File: src/rtl/id_issue_stage.sv
// RV32I decode/issue stage: operand forwarding, load-use stall, in-decode
// branch resolution with one-cycle wrong-path shadow, hazard stall counter.

// Per-operand forwarding select: lowest-index matching port wins, x0 is hardwired.
module id_fwd_sel #(
  parameter int FWD_PORTS = 2
) (
  input  logic [4:0]                  rs,
  input  logic [31:0]                 rf_rdata,
  input  logic [FWD_PORTS-1:0]        fwd_valid,
  input  logic [FWD_PORTS-1:0][4:0]   fwd_rd,
  input  logic [FWD_PORTS-1:0][31:0]  fwd_data,
  input  logic [FWD_PORTS-1:0]        fwd_pending,
  output logic [31:0]                 val,
  output logic                        pend
);
  // Scan high to low so the lowest-index match overwrites the rest.
  always_comb begin
    val  = rf_rdata;
    pend = 1'b0;
    for (int i = FWD_PORTS-1; i >= 0; i--) begin
      if (fwd_valid[i] && fwd_rd[i] == rs) begin
        val  = fwd_data[i];
        pend = fwd_pending[i];
      end
    end
    if (rs == 5'd0) begin
      val  = '0;
      pend = 1'b0;
    end
  end
endmodule

module id_issue_stage #(
  parameter int FWD_PORTS = 2,
  parameter bit BR_IN_ID  = 1'b1
) (
  input  logic                        clk,
  input  logic                        rst,
  input  logic                        flush_i,
  input  logic                        in_valid,
  output logic                        in_ready,
  input  logic [31:0]                 in_pc,
  input  logic [31:0]                 in_inst,
  output logic [4:0]                  rf_raddr1,
  output logic [4:0]                  rf_raddr2,
  input  logic [31:0]                 rf_rdata1,
  input  logic [31:0]                 rf_rdata2,
  input  logic [FWD_PORTS-1:0]        fwd_valid,
  input  logic [FWD_PORTS-1:0][4:0]   fwd_rd,
  input  logic [FWD_PORTS-1:0][31:0]  fwd_data,
  input  logic [FWD_PORTS-1:0]        fwd_pending,
  output logic                        out_valid,
  input  logic                        out_ready,
  output logic [6:0]                  out_opcode,
  output logic [2:0]                  out_func3,
  output logic [6:0]                  out_func7,
  output logic [31:0]                 out_op1,
  output logic [31:0]                 out_op2,
  output logic [31:0]                 out_store_data,
  output logic [31:0]                 out_imm,
  output logic [4:0]                  out_rd,
  output logic                        out_wreg,
  output logic                        out_illegal,
  output logic                        br_taken,
  output logic [31:0]                 br_target,
  output logic [31:0]                 hazard_cnt
);
  localparam logic [6:0] OP_R = 7'b0110011, OP_I = 7'b0010011, OP_L = 7'b0000011,
                         OP_S = 7'b0100011, OP_B = 7'b1100011, OP_LUI = 7'b0110111,
                         OP_AUIPC = 7'b0010111, OP_JAL = 7'b1101111, OP_JALR = 7'b1100111;

  logic [6:0]       opcode;
  logic [2:0]       f3;
  logic [1:0][4:0]  rs;
  logic [1:0][31:0] rv;
  logic [1:0]       rpend;
  logic [31:0]      imm, op1, op2, sdata, tgt;
  logic             use1, use2, legal, wr, take, cmp;
  logic             hazard, shadow, out_adv, fire, acc_live;

  assign opcode    = in_inst[6:0];
  assign f3        = in_inst[14:12];
  assign rs[0]     = in_inst[19:15];
  assign rs[1]     = in_inst[24:20];
  assign rf_raddr1 = rs[0];
  assign rf_raddr2 = rs[1];

  for (genvar g = 0; g < 2; g++) begin : g_src
    id_fwd_sel #(.FWD_PORTS(FWD_PORTS)) u_sel (
      .rs(rs[g]), .rf_rdata(g == 0 ? rf_rdata1 : rf_rdata2),
      .fwd_valid(fwd_valid), .fwd_rd(fwd_rd), .fwd_data(fwd_data),
      .fwd_pending(fwd_pending), .val(rv[g]), .pend(rpend[g])
    );
  end

  // Immediate generation by instruction format.
  always_comb begin
    imm = '0;
    case (opcode)
      OP_I:           imm = (f3 == 3'b001 || f3 == 3'b101) ? {27'b0, in_inst[24:20]}
                                                           : {{20{in_inst[31]}}, in_inst[31:20]};
      OP_L, OP_JALR:  imm = {{20{in_inst[31]}}, in_inst[31:20]};
      OP_S:           imm = {{20{in_inst[31]}}, in_inst[31:25], in_inst[11:7]};
      OP_B:           imm = {{20{in_inst[31]}}, in_inst[7], in_inst[30:25], in_inst[11:8], 1'b0};
      OP_LUI, OP_AUIPC: imm = {in_inst[31:12], 12'b0};
      OP_JAL:         imm = {{12{in_inst[31]}}, in_inst[19:12], in_inst[20], in_inst[30:21], 1'b0};
      default:        imm = '0;
    endcase
  end

  // Operand selection, register usage, legality, branch decision.
  always_comb begin
    op1 = '0; op2 = '0; sdata = '0; use1 = 1'b0; use2 = 1'b0;
    legal = 1'b1; take = 1'b0; tgt = in_pc + imm;
    case (f3)
      3'b000:  cmp = rv[0] == rv[1];
      3'b001:  cmp = rv[0] != rv[1];
      3'b100:  cmp = $signed(rv[0]) <  $signed(rv[1]);
      3'b101:  cmp = $signed(rv[0]) >= $signed(rv[1]);
      3'b110:  cmp = rv[0] <  rv[1];
      3'b111:  cmp = rv[0] >= rv[1];
      default: cmp = 1'b0;
    endcase
    case (opcode)
      OP_R:         begin op1 = rv[0]; op2 = rv[1]; use1 = 1'b1; use2 = 1'b1; end
      OP_I, OP_L:   begin op1 = rv[0]; op2 = imm; use1 = 1'b1; end
      OP_S:         begin op1 = rv[0]; op2 = imm; sdata = rv[1]; use1 = 1'b1; use2 = 1'b1; end
      OP_B:         begin op1 = rv[0]; op2 = rv[1]; use1 = 1'b1; use2 = 1'b1; take = cmp; end
      OP_LUI:       begin op2 = imm; end
      OP_AUIPC:     begin op1 = in_pc; op2 = imm; end
      OP_JAL:       begin op1 = in_pc; op2 = 32'd4; take = 1'b1; end
      OP_JALR:      begin op1 = in_pc; op2 = 32'd4; use1 = 1'b1; take = 1'b1;
                          tgt = (rv[0] + imm) & ~32'd1; end
      default:      legal = 1'b0;
    endcase
    if (!BR_IN_ID) take = 1'b0;
  end

  assign wr       = legal && opcode != OP_S && opcode != OP_B && in_inst[11:7] != 5'd0;
  assign shadow   = br_taken;
  assign hazard   = (use1 & rpend[0]) | (use2 & rpend[1]);
  assign out_adv  = !out_valid | out_ready;
  assign in_ready = !rst & (shadow | flush_i | (out_adv & !hazard));
  assign fire     = in_valid & in_ready;
  assign acc_live = fire & !flush_i & !shadow & (in_inst != 32'd0);

  // Issue payload: captured only when a live instruction is accepted.
  always_ff @(posedge clk) begin
    if (rst) begin
      out_opcode <= '0; out_func3 <= '0; out_func7 <= '0; out_op1 <= '0; out_op2 <= '0;
      out_store_data <= '0; out_imm <= '0; out_rd <= '0; out_wreg <= 1'b0; out_illegal <= 1'b0;
    end else if (acc_live) begin
      out_opcode <= opcode; out_func3 <= f3; out_func7 <= in_inst[31:25];
      out_op1 <= op1; out_op2 <= op2; out_store_data <= sdata; out_imm <= imm;
      out_rd <= in_inst[11:7]; out_wreg <= wr; out_illegal <= !legal;
    end
  end

  // Valid, redirect and shadow; flush wins over a held output.
  always_ff @(posedge clk) begin
    if (rst) begin
      out_valid <= 1'b0; br_taken <= 1'b0; br_target <= '0;
    end else if (flush_i) begin
      out_valid <= 1'b0; br_taken <= 1'b0;
    end else begin
      if (out_adv) out_valid <= acc_live;
      br_taken <= acc_live & take;
      if (acc_live & take) br_target <= tgt;
    end
  end

  // Saturating count of cycles a real instruction waits on a pending load.
  always_ff @(posedge clk) begin
    if (rst) hazard_cnt <= '0;
    else if (hazard && in_valid && !flush_i && !shadow && hazard_cnt != '1)
      hazard_cnt <= hazard_cnt + 32'd1;
  end
endmodule

File: config.mk
export PLATFORM = sky130hd
export DESIGN_NAME = id_issue_stage
export DESIGN_NICKNAME = d
export VERILOG_FILES = /design/src/rtl/id_issue_stage.sv
export SDC_FILE = /design/constraint.sdc
export NUM_CORES = 1
export LEC_CHECK = 0
export ABC_AREA = 1
export CELL_PAD_IN_SITES_DETAIL_PLACEMENT = 0
export CELL_PAD_IN_SITES_GLOBAL_PLACEMENT = 2
export CORE_MARGIN = 2
export CORE_UTILIZATION = 26
export DETAILED_ROUTE_END_ITERATION = 12
export PLACE_DENSITY_LB_ADDON = 0.1
export RECOVER_POWER = 50
export SLEW_MARGIN = 15
export SYNTH_ARGS = -nofsm -noshare
export SYNTH_HDL_FRONTEND = slang
export SYNTH_HIERARCHICAL = 1
export SYNTH_SLANG_ARGS = --single-unit
export TNS_END_PERCENT = 100
File: constraint.sdc
create_clock -name clk -period 5.21 [get_ports clk]
set_clock_uncertainty 0.05 [all_clocks]
set_input_delay 1.042 -clock clk [delete_from_list [all_inputs] [get_ports clk]]
set_output_delay 1.042 -clock clk [all_outputs]
set_load 0.03 [all_outputs]
After elaboration in Yosys (flattened, before gate mapping)

Cells that the tools add are included.

Bits in registers: 218
Bits of input ports: 211
Output and inout port bits: 229
Logic and storage cells: 116

$add $sub $neg: 3
Order comparisons: 4
Equality and inequality tests: 23
Multiplexer cells: 23
Bitwise operators: 14
Reductions and logical operators: 35

Operators with widths:

| kind                                                 | count |
|---|---|
| two-way mux 32 bit                                   | 9 |
| case mux 32 bit (6 select lines)                     | 1 |
| case mux 32 bit (3 select lines)                     | 1 |
| adder 32 bit                                         | 2 |
| greater-or-equal comparator 32 bit                   | 2 |
| less-than comparator 32 bit                          | 2 |
| case mux 32 bit (2 select lines)                     | 1 |
| adder 32 x 1 -> 32 bit (second input constant)       | 1 |
| equality test 32 bit                                 | 1 |
| inequality test 32 bit                               | 1 |
| inequality test 32 bit (second input constant)       | 1 |
| nonzero test 32 bit                                  | 1 |
| equality test 7 x 6 -> 1 bit (second input constant) | 3 |
| equality test 7 bit (second input constant)          | 3 |
| equality test 5 bit                                  | 4 |
| equality test 7 x 5 -> 1 bit (second input constant) | 2 |
| equality test 3 bit (second input constant)          | 4 |
| logical AND 1 bit                                    | 11 |
| logical NOT 5 bit                                    | 2 |
| OR reduction 2 bit                                   | 5 |
| OR reduction 5 bit                                   | 2 |
| AND 1 bit                                            | 9 |
| two-way mux 1 bit                                    | 9 |
| OR reduction 9 bit                                   | 1 |
| other kinds (15)                                     | 24 |

Longest topological paths before layout

Word-level depth: 17
Depth in mapped cells: 34
Mapped depth without buffers: 32

By module

Netlist, hierarchy kept.

By module, submodules not included:

| module         | instances | cells an instance | area each (um2) | seq. area each (um2) |
|---|---|---|---|---|
| id_issue_stage | 1         | 2295              | 14701.6         | 4364.2 |
| id_fwd_sel     | 2         | 304               | 1350.0          | 0.0 |

Least setup slack after synthesis

Ideal clock, no wire load.

Kind: input port to flip-flop
Start: input in_inst[3]
End: register br_target[18]
Library setup time: 0.112 ns
Arrival: 3.969 ns
Data required time: 5.048 ns
Slack: 1.079 ns
Cell stages on the path: 25
Buffers on the path: 0
Cell sequence: inv_1 > nand2_1 > nor2_1 > nand2_1 > inv_1 > nor2_1 > inv_1 > nor2_1 > o22ai_1 > inv_1 > fa_1 > inv_1 > nand3_1 > nand2_1 > a21boi_0 > o21ai_0 > inv_1 > o21ai_0 > nand2_1 > nand3_1 > nand3_1 > nand2_1 > nand3_1 > nand2_1 > nor2_1

Elaborated cells between the ends (all ways): 35
Those cells by class: add/sub: 2; eq/ne: 9; mux: 5; bitwise: 11; reduce/logical: 8

RTL lines:

| item                                                       | line     | source |
|---|---|---|
| from (decl)                                                | 44       | `input logic [31:0] in_inst,` |
| equality test 7 x 5 -> 1 bit, or another cell as far along | 100      | `case (opcode)` |
| OR reduction 2 bit                                         | 100      |  |
| case mux 32 bit (6 select lines) (*)                       | 100      |  |
| via imm[1]                                                 | 78       | `logic [31:0] imm, op1, op2, sdata, tgt;` |
| adder 32 bit (on tied branches)                            | 115, 134 |  |
| two-way mux 32 bit (*)                                     | 125      | `case (opcode)` |
| to (signal assigned)                                       | 169      | `if (acc_live & take) br_target <= tgt;` |
| to (decl)                                                  | 66       | `output logic [31:0] br_target,` |

The timed path passes the listed nets; every way through them passes the cells marked *.
A chain may end at the register's enable or synchronous reset.

Worst setup path after layout

Start: input in_inst[6]
End: register br_target[14]

The elaborated chain is that of the path after synthesis.

==> metrics.txt <==
Hold Crit Start=out_store_data[3]$_SDFFE_PP0P_; Post-Synth Adder-Cell Area=6.989%; crit path capture type=flip-flop; Comb power frac=25.8%; wl on met1=42,530 um; setup ws final=260.0 ps; max cap viols=0; Area growth syn-to-layout=52.86%; Cell Pwr Density=186.8 mW/mm^2; post-synth net total=3,210; TritonCTS clock tree=yes; Net Switching=1.569 mW; share of power burned in registers=34.1%; ys async rst share=0%; Buf/Inv on CP=11; Place WS=-377.8 ps; hpwl dp=77,220 um; number of fill cells in the layout=7,111; critical path type=input port to flip-flop; RSZ-0062 raised after global routing=no; GRT overflow=0; Starting DRT DRC Count=1,718; design area=0.02660 mm^2; Longest Clk Path Bufs=3; number of global-route vias before repair=21,710; Layout Nets=3,968; Starting Density=26.37%; mux contribution to synthesized area=0.05752%; Hold Path Sink=out_store_data[3]$_SDFFE_PP0P_; postcts setup bufs=0; largest net degree at the start of global routing=110; Final min period=4950 ps; Hold Path Depth=2; CP max-delay cell=clkdlybuf4s50_1; Area after DPL=0.02566 mm^2; Yosys cell types=52; CP top delay family=buffers and inverters; GP Congestion=0.9975; relative slew slack=52.57%; clock sink count=218; Seq/Total Area, Yosys=25.08%; Clock power frac=40.1%; Simple-Gate Fraction of Synth Area=35.80%; routed vias=22,190; Worst Setup Start Kind=input port; Root Buffer=clkbuf_16; met2 wire length=43,260 um; Switching Fraction=31.57%; Die Footprint=0.06901 mm^2; hold buffers post-CTS=0; fmax=202.0 MHz; Slew @ Worst Pin=711.4 ps; worst hold path type=flip-flop to flip-flop; Final Cycle Share=95.01%; post-synthesis compound-gate area fraction=18.18%; Post-Synthesis Cell Area=0.01740 mm^2; number of synthesized flops with an enable pin=0; Final Non-Filler Cells=4,545; first-pass GRT wire length=138,000 um; Ys Warns=6; Vert. Die Dim=262.7 um; Peak VDD IR=262.7 uV; Max Slew Vio Count=0; Max Used Layer=met5; layout cell share with drive strength beyond 1=14.51%; largest family of logic cells by synthesized area=simple AND/OR/NAND/NOR gates; # resized after CTS=0; Avg WL per Cell=20.48 um; main flop type after synthesis=dfxtp_1; DRC violations left=0; synthesized area per cell=5.994 um^2; clock latency on the worst-skew pair=580 ps; reg2reg start=hazard_cnt[5]$_SDFFE_PP0P_; met3 routed WL=4528 um; vias per cell=4.883; outcome=finished clean; # port buffers=439; Total GRT Usage=26.16%; Int Pwr=3.401 mW; critical path fanouts, max=8; H-tree Lvls=1; CTS Buf Count=27; Crit path top cell by count=buf_4; initial antenna violation count=4; core footprint=0.06598 mm^2; Detail Route Antenna Nets=0; IO Pins=440; Die X-Extent=262.7 um; XOR/XNOR Fraction of Synth Area=1.611%; Reg clk slew, reported paths=50 ps; Seq cells post-synth=218; Site Rows=94; dpl cells=4,496; reg2reg setup slack=2630 ps; Hold Violations, Final=0; First-pass DRT Iterations=5; CP max stage delay=560 ps; Post-Synthesis Cells=2,903; Final setup violation count=0; routed wire length=93,090 um; r2r worst-path depth=10; FF-to-FF End=hazard_cnt[26]$_SDFFE_PP0P_; Leakage=13.12 nW; Worst EP arrival=5370 ps; Required @ worst endpoint=5630 ps; Hold Slack=411.2 ps
power by group through the flow:
stage	clock network (mW)	registers [mW]	logic, mW
final	1.99	1.69	1.28
after global routing	2.11	1.69	1.40
after CTS	2.05	1.69	1.29
after detailed placement	0	1.73	1.28
after global placement	0	1.73	1.28
after floorplan	0	1.76	0.549
sequential cells by signal, indices dropped and copies added, names as in the netlist:
register        count
out_op1            32
out_imm            32
out_wreg            1
out_valid           1
out_op2            32
out_func3           3
out_rd              5
out_opcode          7
hazard_cnt         32
out_func7           7
out_illegal         1
out_store_data     32
br_target          32
br_taken            1
synth_stat cells, types with 4 or more instances:
cell / count / area [um^2]
a21oi_1: 312 / 1562
o21ai_0: 177 / 885.9
nor3_1: 32 / 160.2
a221oi_1: 6 / 52.55
or2_2: 5 / 31.28
a21boi_0: 6 / 45.04
inv_1: 343 / 1287
o21bai_1: 5 / 37.54
o22ai_1: 25 / 156.4
nand2_2: 6 / 37.54
o21a_1: 11 / 82.58
inv_2: 9 / 33.78
xor2_1: 23 / 201.4
buf_4: 20 / 150.1
a21o_1: 13 / 97.59
nor4_1: 18 / 112.6
nand2_1: 768 / 2883
xnor2_1: 9 / 78.83
nand3_1: 179 / 895.9
nor2_2: 5 / 31.28
nor2_4: 7 / 78.83
a31oi_1: 10 / 62.56
o21ai_1: 9 / 45.04
ha_1: 94 / 1176
nor3b_1: 7 / 52.55
nand3b_1: 10 / 75.07
clkbuf_1: 58 / 217.7
buf_2: 50 / 250.2
nor2_1: 334 / 1254
dfxtp_1: 218 / 4364
buf_6: 15 / 168.9
nand4_1: 86 / 538.0
buf_1: 4 / 15.01
layout by cell type, fill, tap and decap left out, drive strengths merged, types with 2 or more instances in the layout:
master,count
a21boi,6
nor4,18
xor2,23
clkdlybuf4s50,214
xnor2,9
o31ai,3
nor2,346
or2,5
o221ai,2
a221oi,6
inv,357
buf,439
ha,94
clkbuf,36
clkinv,4
nor3b,7
o22ai,25
a21oi,313
o21a,11
a31oi,11
nand2,775
a21o,13
clkinvlp,3
fa,2
o21ai,188
nand3,181
nor3,32
dfxtp,218
o211ai,2
dlygate4sd3,223
nand3b,10
o21bai,5
bufinv,3
and3,3
nand4,86
stage by stage:
| step | util [%] | setup TNS [ps] | power [mW] |
|---|---|---|---|
| after global placement | 38.89 | -3064 | 3.014 |
| after detailed placement | 38.89 | -3244 | 3.014 |
| after floorplan | - | 0 | 2.310 |
| after global routing | 40.31 | 0 | 5.201 |
| final | 40.32 | 0 | 4.969 |
| after CTS | 40.28 | 0 | 5.037 |
worst reg2reg max path: stages, from the launching register on:
cell	delay [ps]
dfxtp_1	490
inv_1	90
nor4_1	550
nand2_1	140
nor2_1	120
nand4_1	100
nand2_2	160
clkinv_1	310
buf_4	300
nand2_1	70
a21oi_1	60
area by class of cell:
| cell class | count | area [um^2] | share of cell area [%] |
|---|---|---|---|
| Antenna cell | 1 | 2.502 | 0.009407 |
| Multi-Input combinational cell | 2183 | 10940 | 41.14 |
| Tap cell | 864 | 1081 | 4.064 |
| Clock inverter | 12 | 165.2 | 0.6209 |
| Timing Repair Buffer | 876 | 7958 | 29.92 |
| Sequential cell | 218 | 4364 | 16.41 |
| Clock buffer | 36 | 749.5 | 2.817 |
| Inverter | 355 | 1338 | 5.028 |
kinds of logic (layout without fill, tap and decap cells):
group / after synthesis / after routing
XOR/XNOR: 32 / 32
adder cells (fa/ha/maj): 96 / 96
buffers and inverters: 502 / 1279
multiplexers: 1 / 1
AND/OR/NAND/NOR: 1465 / 1465
flip-flops: 218 / 218
other: 0 / 1
AO/OA/AOI/OAI: 589 / 589
worst max-delay path by stage:
stage                from                    endpoint  slack (ps)  cells after the start
2_1_floorplan  in_inst[3]  br_target[18]$_SDFFE_PP0P_        1080                     25
6_report       in_inst[6]  br_target[14]$_SDFFE_PP0P_         260                     26
5_1_grt        in_inst[0]  br_target[14]$_SDFFE_PP0P_           2                     23
4_1_cts        in_inst[0]  br_target[14]$_SDFFE_PP0P_         180                     26
3_3_place_gp   in_inst[4]  br_target[14]$_SDFFE_PP0P_        -390                     27
3_5_place_dp   in_inst[0]  br_target[14]$_SDFFE_PP0P_        -380                     26
per-layer routing:
metal / track usage, % / up-vias
met2: 44.73 / 676
met1: 34.81 / 10360
met3: 3.055 / 111
li1: - / 11050
met4: 6.741 / 2
met5: 0 / -
Power figures use the tool's default switching activity.
